File: config.mk
export PLATFORM = sky130hd
export DESIGN_NAME = serial_add_sub_unit
export DESIGN_NICKNAME = d
export VERILOG_FILES = /design/src/rtl/serial_add_sub_unit_pkg.sv /design/src/rtl/serial_add_sub_unit_full_adder_1_bit.sv /design/src/rtl/serial_add_sub_unit.sv
export SDC_FILE = /design/constraint.sdc
export NUM_CORES = 1
export LEC_CHECK = 0
export CAP_MARGIN = 0
export CORE_MARGIN = 2
export CORE_UTILIZATION = 40
export CTS_CLUSTER_DIAMETER = 200
export DETAILED_ROUTE_END_ITERATION = 7
export HOLD_SLACK_MARGIN = 0.02
export SYNTH_ARGS = -nofsm -noshare
export SYNTH_HDL_FRONTEND = slang
export SYNTH_HIERARCHICAL = 1
export SYNTH_SLANG_ARGS = --single-unit
File: constraint.sdc
create_clock -name clock -period 2.2 [get_ports clock]
set_input_delay 0.44 -clock clock [delete_from_list [all_inputs] [get_ports clock]]
set_output_delay 0.44 -clock clock [all_outputs]
set_load 0.05 [all_outputs]
File: src/rtl/serial_add_sub_unit_pkg.sv
// Shared definitions for the bit-serial add/subtract unit.
//   - FSM state encoding
//   - default operand width
//   - operation counter width helper
package alu_defs;

  localparam int DEFAULT_WIDTH = 64;

  typedef enum logic [1:0] {
    SA_IDLE = 2'd0,
    SA_BUSY = 2'd1,
    SA_DONE = 2'd2
  } sa_state_e;

  // Bit counter must reach WIDTH-1; never narrower than one bit.
  function automatic int cnt_width(input int w);
    return (w > 2) ? $clog2(w) : 1;
  endfunction

  localparam int DEFAULT_CNT_W = cnt_width(DEFAULT_WIDTH);

endpackage

File: src/rtl/serial_add_sub_unit_full_adder_1_bit.sv
// Single-bit full adder used once per clock by the serial add/sub unit.
// Ports:
//   a, b, cin  : addend bits and carry in
//   sum, cout  : sum bit and carry out
module full_adder_1_bit (
  input  logic a,
  input  logic b,
  input  logic cin,
  output logic sum,
  output logic cout
);

  assign sum  = a ^ b ^ cin;
  assign cout = (a & b) | (a & cin) | (b & cin);

endmodule

File: src/rtl/serial_add_sub_unit.sv
// Bit-serial adder/subtractor. Operands are latched on an accepted start and
// processed LSB first, one bit per clock, through a single full adder.
// Result and N/Z/C/V flags are registered and presented with a one-cycle
// done pulse; they hold until the next operation completes.
//
// Ports:
//   clock, reset_n : rising-edge clock, async active-low reset
//   start, sub     : request (taken only when ready), 0 = A+B, 1 = A-B
//   a, b           : WIDTH-bit operands, sampled with start
//   ready          : high while idle
//   done           : one-cycle pulse, result/flags valid from this cycle
//   result         : WIDTH-bit sum/difference (modulo 2^WIDTH)
//   flag_n/z/c/v   : negative, zero, carry (1 = no borrow on subtract), overflow
//
// state | meaning
// ------+--------------------------------------------------
// IDLE  | waiting for start, ready=1
// BUSY  | one operand bit per clock through the full adder
// DONE  | result/flags valid, done=1 for one cycle
module serial_add_sub_unit
  import alu_defs::*;
#(
  parameter int WIDTH = DEFAULT_WIDTH
) (
  input  logic             clock,
  input  logic             reset_n,
  input  logic             start,
  input  logic             sub,
  input  logic [WIDTH-1:0] a,
  input  logic [WIDTH-1:0] b,
  output logic             ready,
  output logic             done,
  output logic [WIDTH-1:0] result,
  output logic             flag_n,
  output logic             flag_z,
  output logic             flag_c,
  output logic             flag_v
);

  localparam int CNT_W = cnt_width(WIDTH);
  localparam logic [CNT_W-1:0] LAST_CNT = CNT_W'(WIDTH - 1);

  sa_state_e        state_q,  state_d;
  logic [WIDTH-1:0] sa_q,     sa_d;
  logic [WIDTH-1:0] sb_q,     sb_d;
  logic [WIDTH-1:0] res_sh_q, res_sh_d;
  logic             carry_q,  carry_d;
  logic [CNT_W-1:0] cnt_q,    cnt_d;
  logic [WIDTH-1:0] result_q, result_d;
  logic             flag_n_q, flag_n_d;
  logic             flag_z_q, flag_z_d;
  logic             flag_c_q, flag_c_d;
  logic             flag_v_q, flag_v_d;

  logic             fa_sum;
  logic             fa_cout;
  logic [WIDTH-1:0] res_shifted;

  full_adder_1_bit u_fa (
    .a    (sa_q[0]),
    .b    (sb_q[0]),
    .cin  (carry_q),
    .sum  (fa_sum),
    .cout (fa_cout)
  );

  // Result register after inserting the current sum bit at the MSB end.
  assign res_shifted = (res_sh_q >> 1) | {fa_sum, {(WIDTH-1){1'b0}}};

  always_comb begin
    state_d  = state_q;
    sa_d     = sa_q;
    sb_d     = sb_q;
    res_sh_d = res_sh_q;
    carry_d  = carry_q;
    cnt_d    = cnt_q;
    result_d = result_q;
    flag_n_d = flag_n_q;
    flag_z_d = flag_z_q;
    flag_c_d = flag_c_q;
    flag_v_d = flag_v_q;

    case (state_q)
      SA_IDLE: begin
        if (start) begin
          sa_d    = a;
          sb_d    = sub ? ~b : b;
          carry_d = sub;
          cnt_d   = '0;
          state_d = SA_BUSY;
        end
      end

      SA_BUSY: begin
        res_sh_d = res_shifted;
        sa_d     = sa_q >> 1;
        sb_d     = sb_q >> 1;
        carry_d  = fa_cout;
        cnt_d    = cnt_q + CNT_W'(1);
        if (cnt_q == LAST_CNT) begin
          state_d  = SA_DONE;
          result_d = res_shifted;
          flag_n_d = fa_sum;
          flag_z_d = ~|res_shifted;
          flag_c_d = fa_cout;
          // On the MSB cycle carry_q is exactly the carry into the MSB.
          flag_v_d = carry_q ^ fa_cout;
        end
      end

      SA_DONE: state_d = SA_IDLE;

      default: state_d = SA_IDLE;
    endcase
  end

  always_ff @(posedge clock or negedge reset_n) begin
    if (!reset_n) begin
      state_q  <= SA_IDLE;
      sa_q     <= '0;
      sb_q     <= '0;
      res_sh_q <= '0;
      carry_q  <= 1'b0;
      cnt_q    <= '0;
      result_q <= '0;
      flag_n_q <= 1'b0;
      flag_z_q <= 1'b0;
      flag_c_q <= 1'b0;
      flag_v_q <= 1'b0;
    end else begin
      state_q  <= state_d;
      sa_q     <= sa_d;
      sb_q     <= sb_d;
      res_sh_q <= res_sh_d;
      carry_q  <= carry_d;
      cnt_q    <= cnt_d;
      result_q <= result_d;
      flag_n_q <= flag_n_d;
      flag_z_q <= flag_z_d;
      flag_c_q <= flag_c_d;
      flag_v_q <= flag_v_d;
    end
  end

  assign ready  = (state_q == SA_IDLE);
  assign done   = (state_q == SA_DONE);
  assign result = result_q;
  assign flag_n = flag_n_q;
  assign flag_z = flag_z_q;
  assign flag_c = flag_c_q;
  assign flag_v = flag_v_q;

endmodule
=== Yosys cells after proc, flatten, opt, wreduce, memory -nomap -nowiden ===
Index checks and enable logic that the tools add are counted.

* Logic and storage cells: 46
* Bits of input ports: 132
* Output and inout bits: 70
* Register bits: 269

* Equality and inequality tests: 5
* Add/sub/neg operators: 1
* Mux-type cells: 12
* Bitwise gates (word level): 10
* Reductions and logical operators: 7

{| class="wikitable"
|+ Operators with widths
! operator !! number
|-
| 64-bit one-hot mux with 2 select lines || 2
|-
| 64-bit two-way mux || 3
|-
| 64-bit NOT || 1
|-
| 63-bit by 64-bit OR with 64-bit output || 1
|-
| 64-bit OR reduction || 1
|-
| 6-bit one-hot mux with 2 select lines || 1
|-
| 6-bit by 1-bit adder with 6-bit output (second input constant) || 1
|-
| 6-bit == test (second input constant) || 1
|-
| 6-bit two-way mux || 1
|-
| 2-bit AND reduction || 3
|-
| 2-bit two-way mux || 2
|-
| 2-bit inequality test (second input constant) || 2
|-
| 2-bit one-hot mux with 2 select lines || 1
|-
| 1-bit AND || 3
|-
| 1-bit bitwise XOR || 3
|-
| 2-bit by 1-bit == test with 1-bit output (second input constant) || 1
|-
| 2-bit == test (second input constant) || 1
|-
| 2-bit zero test || 1
|-
| 1-bit OR || 2
|-
| 1-bit one-hot mux with 2 select lines || 1
|-
| 2-bit nonzero test || 1
|-
| 1-bit zero test || 1
|-
| 1-bit two-way mux || 1
|}

=== Logic depth before layout (Yosys ltp) ===
Gate-level depths: netlist (run 1).

* Word-level depth: 5
* Gate-level depth with buffers: 7

=== Hierarchy ===
The synthesis (run 1) kept the hierarchy.

{| class="wikitable"
|+ Modules (own cells, without submodules)
! module !! cells each !! area an instance (um^2) !! times used
|-
| serial_add_sub_unit || 1172 || 12074.1 || 1
|-
| full_adder_1_bit || 1 || 20.0 || 1
|}

=== Worst setup path after synthesis (run 1) ===
OpenSTA, ideal clock, no wires.

* Path kind: reg2out
* Start point: register state_q[1]
* End point: output port done
* Stages on the path, launching flop included: 5
* Buffers on the path: 3
* Setup slack: 0.105 ns
* Arrival time: 1.655 ns
* Data required time: 1.760 ns
* Cell sequence: dfrtp_1 buf_2 buf_2 clkbuf_1 nor2b_1

* Longest elaborated chain between the ends: 1

{| class="wikitable"
|+ RTL lines
! element !! line !! text
|-
| start, declared || serial_add_sub_unit.sv:43 || <nowiki>sa_state_e state_q, state_d;</nowiki>
|-
| start signal, assigned || serial_add_sub_unit.sv:131 || <nowiki>state_q <= state_d;</nowiki>
|-
| 2-bit == test || serial_add_sub_unit.sv:146 || <nowiki>assign done = (state_q == SA_DONE);</nowiki>
|-
| end, declared || serial_add_sub_unit.sv:32 || <nowiki>output logic done,</nowiki>
|}

Every way passes these cells.

=== Worst setup path in the final report (run 1) ===
* Start point: register result_q[36], in the netlist result[36]
* End point: output port result[36]

{| class="wikitable"
|+ RTL lines
! element !! line !! text
|-
| start, declared || serial_add_sub_unit.sv:49 || <nowiki>logic [WIDTH-1:0] result_q, result_d;</nowiki>
|-
| start signal, assigned || serial_add_sub_unit.sv:137 || <nowiki>result_q <= result_d;</nowiki>
|-
| end, declared || serial_add_sub_unit.sv:33 || <nowiki>output logic [WIDTH-1:0] result,</nowiki>
|}

No word-level cell between the ends.

==> flow_summary_export.csv, run 1 <==
group,metric,value,unit
clock_tree,cts_tree,"done",
synthesis,yosys_warnings,6,
timing,setup_viol,0,
pwr,power.leakage,7.22,nW
timing,skew,10.7,ps
clock_tree,cts_buffers,29,
grt,track_usage,18.5,%
clock_tree,clockRootBuffer,"clkbuf_16",
setup_path,criticalPathCategory,"reg2out",
detailed_routing,firstDrtPassIters,4,
timing,tightest_slew,967,ps
die,core,29700,um^2
hold_path,holdPathEnd,"sa_q[63]$_DFFE_PN0P_",
timing,fin_hold_ws,238,ps
placement,routabilityCongestion,0.751,
setup_path,reg2reg_slack,340,ps
die,die_h,178,um
synthesis,yosysMostFrequentCell,"dfrtp_1",
grt,antenna_found_initial,2,
detailed_routing,avgRoutedWirePerCell,16.7,um
layout,final_util,52.2,%
clock_tree,clock-sinks,267,
detailed_routing,drt_iter0_drc,663,
clock_tree,postCtsSetupBuffers,0,
setup_path,r2r_cells,5,
setup_path,path_cells,"clkdlybuf4s50_1",
layout,fillers,2729,
timing,min_period,2160,ps
detailed_routing,drc_errors,0,
synthesis,synthTopCellsByArea,"dfrtp_1 55%, nand2_1 7.9%, a22oi_1 7.0%",
setup_path,r2r_end,"result[2]$_DFFE_PN0P_",
placement,portBuffers,201,
synthesis,syn_area_per_cell,10.3,um^2
setup_path,endpoint_kind,"output pin",
die,die_w,178,um
synthesis,synth_seq_cells,267,
hold_path,hold_path.startpoint,"start",
hold_path,holdPathStages,2,
setup_path,crit_path_max_incr_delay,810,ps
layout,final-seq-area,6690,um^2
timing,slew_violations,0,
grt,grt_max_degree,119,
timing,setup_tns,0,ps
setup_path,path_depth,1,
layout,area.growth.synth_to_final,28.2,%
setup_path,timing.critical_path.buf_inv,1,
synthesis,async_flop_share,100,%
synthesis,yosysTopAreaCell,"dfrtp_1",
grt,grt.overflow.total,0,
die,die-area,31600,um^2
die,ios,202,
pwr,ir_drop,0.000534,V
run,drv_cap,0,
setup_path,critPathRequiredTime,1760,ps
synthesis,postSynthCellCount,1173,
synthesis,synth_edf_count,0,
synthesis,synth_flop_cell,"dfrtp_1",
pwr,total_power,15.2,mW
grt,grt_pass1_vias,8857,
pwr,power.density,979,nW/um^2
synthesis,yosys-top-cells-count,"267 x dfrtp_1, 255 x nand2_1, 118 x o21ai_0, 113 x a22oi_1, 69 x nor2b_1",
timing,maxSlewHeadroom,35.3,%
timing,fin_crit_sh,98.3,%
synthesis,syn_area,12100,um^2
detailed_routing,wl,29.2,mm
layout,layout-drive-gt1-share,11.1,%
die,rows,63,
timing,fmax,0.463,GHz
setup_path,cp_slowest_cell,"clkdlybuf4s50_1",
clock_tree,cts_max_path_buffers,3,
synthesis,syn_nets,1307,
setup_path,cp_data_arrival_time,1720,ps
clock_tree,htree_levels,1,
detailed_routing,avgViaCountPerCell,5.22,
layout,multi_input_area,4970,um^2
timing,finalHoldViolCount,0,
setup_path,cp_max_fo,2,
clock_tree,clk_latency,550,ps
setup_path,r2r-start,"cnt_q[0]$_DFFE_PN0P_",
grt,grt_pass1_wl,47.8,mm
die,initial_utilization,40.7,%
setup_path,critPathTopFamily,"buffers and inverters",
clock_tree,clk_pin_slew,60,ps
hold_path,hold_path.class,"in2reg",
placement,post-dp-hpwl,18.4,mm
status,status,"completed",
setup_path,start_kind,"flop",
synthesis,synth_top_area_share,55.2,%
detailed_routing,vias,9111,
synthesis,ys_seq_area_share,55.2,%
synthesis,synth.distinct_cells,32,
detailed_routing,ant_nets,0,
layout,final_nets,1471,
## sequential cells by signal (all words and copies together), names as in the netlist, 2 cells and up
register	flops
cnt_q	6
res_sh_q	63
result	64
sa_q	64
sb_q	64
state_q	2
## cell type report
| cell class | count | share of cell area [%] |
|---|---|---|
| flip-flops and latches | 267 | 43.2 |
| multi-input cells | 812 | 32.1 |
| repair buffers | 227 | 15.5 |
| clock buffers | 44 | 5.56 |
| well taps | 390 | 3.15 |
| clock inverters | 6 | 0.581 |
| diodes | 1 | 0.0161 |
## how the worst max path moves through the flow
stage	start	to	slack [ps]
finish	result[36]$_DFFE_PN0P_	result[36]	40
CTS	state_q[1]$_DFFE_PN0P_	done	3
global route	result[30]$_DFFE_PN0P_	result[30]	-2
detailed placement	cnt_q[0]$_DFFE_PN0P_	result[2]$_DFFE_PN0P_	370
floorplan	state_q[1]$_DFFE_PN0P_	done	110
global placement	cnt_q[0]$_DFFE_PN0P_	result[24]$_DFFE_PN0P_	410
## cell usage in the layout, fill, tap and decap left out, drive strengths merged, types with 4 or more instances in the layout
master,instances
a21oi,67
a22oi,113
buf,32
clkbuf,44
clkdlybuf4s50,156
dfrtp,267
dlygate4sd2,20
dlymetal6s2s,18
mux2,67
nand2,255
nand3,4
nand4,5
nor2,5
nor2b,70
nor4,17
o21ai,118
o22a,14
xnor2,15
xor2,50
## report_power, final
group | switching (mW) | internal, mW
combinational | 1.49 | 1.50
sequential | 1.08 | 6.24
clock | 1.96 | 2.92
total | 4.52 | 10.7
## cell families (layout without fill, tap and decap cells)
logic type / after synthesis / after routing / synth area share, %
multiplexers: 67 / 67 / 6.55
AO/OA/AOI/OAI: 317 / 317 / 16.0
flip-flops: 267 / 267 / 55.2
XOR/XNOR: 65 / 65 / 4.71
adder cells (fa/ha/maj): 2 / 2 / 0.269
AND/OR/NAND/NOR: 361 / 361 / 13.4
other: 0 / 1 / 0
buffers and inverters: 94 / 277 / 3.84
## layer usage
| layer | vias to the layer above | track usage [%] | share of wire (%) | wire (um) |
|---|---|---|---|---|
| met5 | - | 0 | 0.027 | 8 |
| met1 | 4437 | 28.3 | 48 | 14100 |
| li1 | 4380 | - | - | - |
| met2 | 260 | 27.8 | 45 | 13000 |
| met4 | 2 | 4.00 | 1.4 | 402 |
| met3 | 32 | 2.89 | 5.5 | 1610 |
## through the flow
step / worst slack (ps) / std cells / area [um^2]
floorplan: 105 / 1173 / 12100
CTS: 3.07 / 1746 / 15400
global route: -2.40 / 1746 / 15500
finish: 38.3 / 1747 / 15500
detailed placement: 369 / 1695 / 14500
global placement: 412 / 1695 / 14500
## what timing repair did
item | 4_1_cts | 5_1_grt
gates resized for setup | 22 | 19
hold buffers | 1 | 0
pin swaps | 0 | 0
endpoints found under the hold margin | 35 | 0
setup endpoints to repair | 21 | 19
No activity file was read; power rests on OpenSTA's default activity.
==> run 2: changes to the inputs <==
--- a/config.mk
+++ b/config.mk
@@ -7,10 +7,11 @@
 export LEC_CHECK = 0
 export CAP_MARGIN = 0
 export CORE_MARGIN = 2
-export CORE_UTILIZATION = 40
+export CORE_UTILIZATION = 54
 export CTS_CLUSTER_DIAMETER = 200
 export DETAILED_ROUTE_END_ITERATION = 7
 export HOLD_SLACK_MARGIN = 0.02
+export PLACE_DENSITY = 0.81
 export SYNTH_ARGS = -nofsm -noshare
 export SYNTH_HDL_FRONTEND = slang
 export SYNTH_HIERARCHICAL = 1
==> flow_summary_export.csv, run 2 (same netlist as run 1, synthesis figures left out) <==
group,metric,value,unit
layout,multi_input_area,4980,um^2
setup_path,crit_path_max_incr_delay,820,ps
grt,grt_pass1_wl,47.7,mm
detailed_routing,avgViaCountPerCell,5.74,
clock_tree,htree_levels,1,
setup_path,cp_slowest_cell,"clkdlybuf4s50_1",
die,initial_utilization,55.2,%
setup_path,r2r_end,"result[37]$_DFFE_PN0P_",
detailed_routing,drc_errors,0,
clock_tree,clockRootBuffer,"clkbuf_16",
timing,slew_violations,0,
timing,finalHoldViolCount,0,
clock_tree,clk_pin_slew,60,ps
setup_path,endpoint_kind,"output pin",
clock_tree,cts_max_path_buffers,3,
placement,portBuffers,201,
die,die-area,23600,um^2
layout,layout-drive-gt1-share,11.9,%
setup_path,r2r_cells,5,
clock_tree,clock-sinks,267,
die,rows,54,
setup_path,criticalPathCategory,"reg2out",
die,ios,202,
hold_path,hold_path.startpoint,"start",
setup_path,path_cells,"clkdlybuf4s50_1",
placement,post-dp-hpwl,18.7,mm
timing,fin_crit_sh,98.4,%
setup_path,cp_data_arrival_time,1720,ps
timing,tightest_slew,1000,ps
clock_tree,clk_latency,520,ps
pwr,power.density,980,nW/um^2
hold_path,holdPathStages,3,
layout,area.growth.synth_to_final,27.8,%
timing,skew,9.91,ps
detailed_routing,firstDrtPassIters,5,
hold_path,holdPathEnd,"sa_q[63]$_DFFE_PN0P_",
grt,grt.overflow.total,0,
timing,rsz0062_at_grt,"no",
timing,setup_tns,0,ps
grt,track_usage,24.2,%
layout,final_nets,1478,
placement,routabilityCongestion,0.800,
layout,mostFrequentLayoutCells,"265 x dfrtp_1, 255 x nand2_1, 173 x clkdlybuf4s50_1",
detailed_routing,ant_nets,0,
detailed_routing,wl,28.9,mm
setup_path,start_kind,"flop",
pwr,ir_drop,0.000575,V
layout,fillers,1583,
timing,setup_slack,35.8,ps
clock_tree,postCtsSetupBuffers,0,
run,drv_cap,0,
status,status,"completed",
detailed_routing,drt_iter0_drc,842,
clock_tree,cts_tree,"done",
hold_path,hold_path.class,"in2reg",
timing,min_period,2160,ps
grt,grt_max_degree,119,
setup_path,critPathTopFamily,"buffers and inverters",
grt,antenna_found_initial,2,
pwr,power.leakage,7.23,nW
layout,final-seq-area,6690,um^2
clock_tree,cts_buffers,27,
setup_path,path_depth,1,
setup_path,timing.critical_path.buf_inv,1,
setup_path,critPathRequiredTime,1760,ps
layout,final_common_cell,"dfrtp_1",
setup_path,reg2reg_slack,250,ps
grt,grt_pass1_vias,9402,
detailed_routing,avgRoutedWirePerCell,17.6,um
die,die_w,154,um
timing,fmax,0.462,GHz
die,core,21900,um^2
setup_path,r2r-start,"cnt_q[0]$_DFFE_PN0P_",
detailed_routing,vias,9440,
setup_path,cp_max_fo,2,
die,die_h,154,um
timing,maxSlewHeadroom,32.9,%
timing,setup_viol,0,
placement,place_ws,262,ps
-- run 2: cell types whose count changed in the layout (fill, tap and decap cells not counted), moves of 2 or more --
cell and change:
buf_4 +6, clkbuf_1 -4, clkbuf_16 -2, clkdlybuf4s50_1 +17, clkinv_2 +6, dlygate4sd2_1 -17
dlymetal6s2s_1 +2
-- run 2: layout make-up --
type,instances,share of cell area (%)
tap,280,2.27
multi-input combinational,812,32.2
timing repair buffer,236,16.2
antenna,1,0.0162
clock inverter,13,0.947
sequential,267,43.3
clock buffer,37,5.07
-- run 2: worst max path at each step --
stage	slack, ps	from	to
after floorplan	110	state_q[1]$_DFFE_PN0P_	done
after global placement	330	cnt_q[0]$_DFFE_PN0P_	result[23]$_DFFE_PN0P_
after detailed placement	260	cnt_q[0]$_DFFE_PN0P_	result[29]$_DFFE_PN0P_
after CTS	2	result[5]$_DFFE_PN0P_	result[5]
after global routing	0.6	result[52]$_DFFE_PN0P_	result[52]
final	40	result[62]$_DFFE_PN0P_	result[62]
-- run 2: timing repair --
item                                    4_1_cts  5_1_grt
hold buffers                                  1        0
resized for setup                             5       22
endpoints found under the setup margin        5       22
gates cloned                                  0        0
hold endpoints to repair                     63        0
-- run 2: metal layers --
metal  share of wire, %  vias to the layer above  track usage (%)
met2                 48                      337             39.3
met4                2.2                        2             6.03
met5              0.038                        -                0
met3                6.1                       50             3.97
li1                   -                     4401                -
met1                 43                     4650             34.3
-- run 2: report_power, final --
group | switching, mW | total (mW) | internal (mW) | leakage [nW]
Combinational | 1.55 | 3.07 | 1.52 | 3.28
Clock | 1.88 | 4.72 | 2.84 | 0.465
Sequential | 1.11 | 7.35 | 6.24 | 3.48
Total | 4.54 | 15.1 | 10.6 | 7.23
-- run 2: metrics by stage --
step	power (mW)	cells	utilization, %	area (um^2)	hold WS (ps)
floorplan	9.20	1173	-	12100	144
global placement	10.2	1594	66.0	14500	462
detailed placement	10.5	1594	66.0	14500	463
CTS	15.2	1645	70.3	15400	393
global route	16.0	1645	70.6	15500	414
finish	15.1	1646	70.6	15500	402
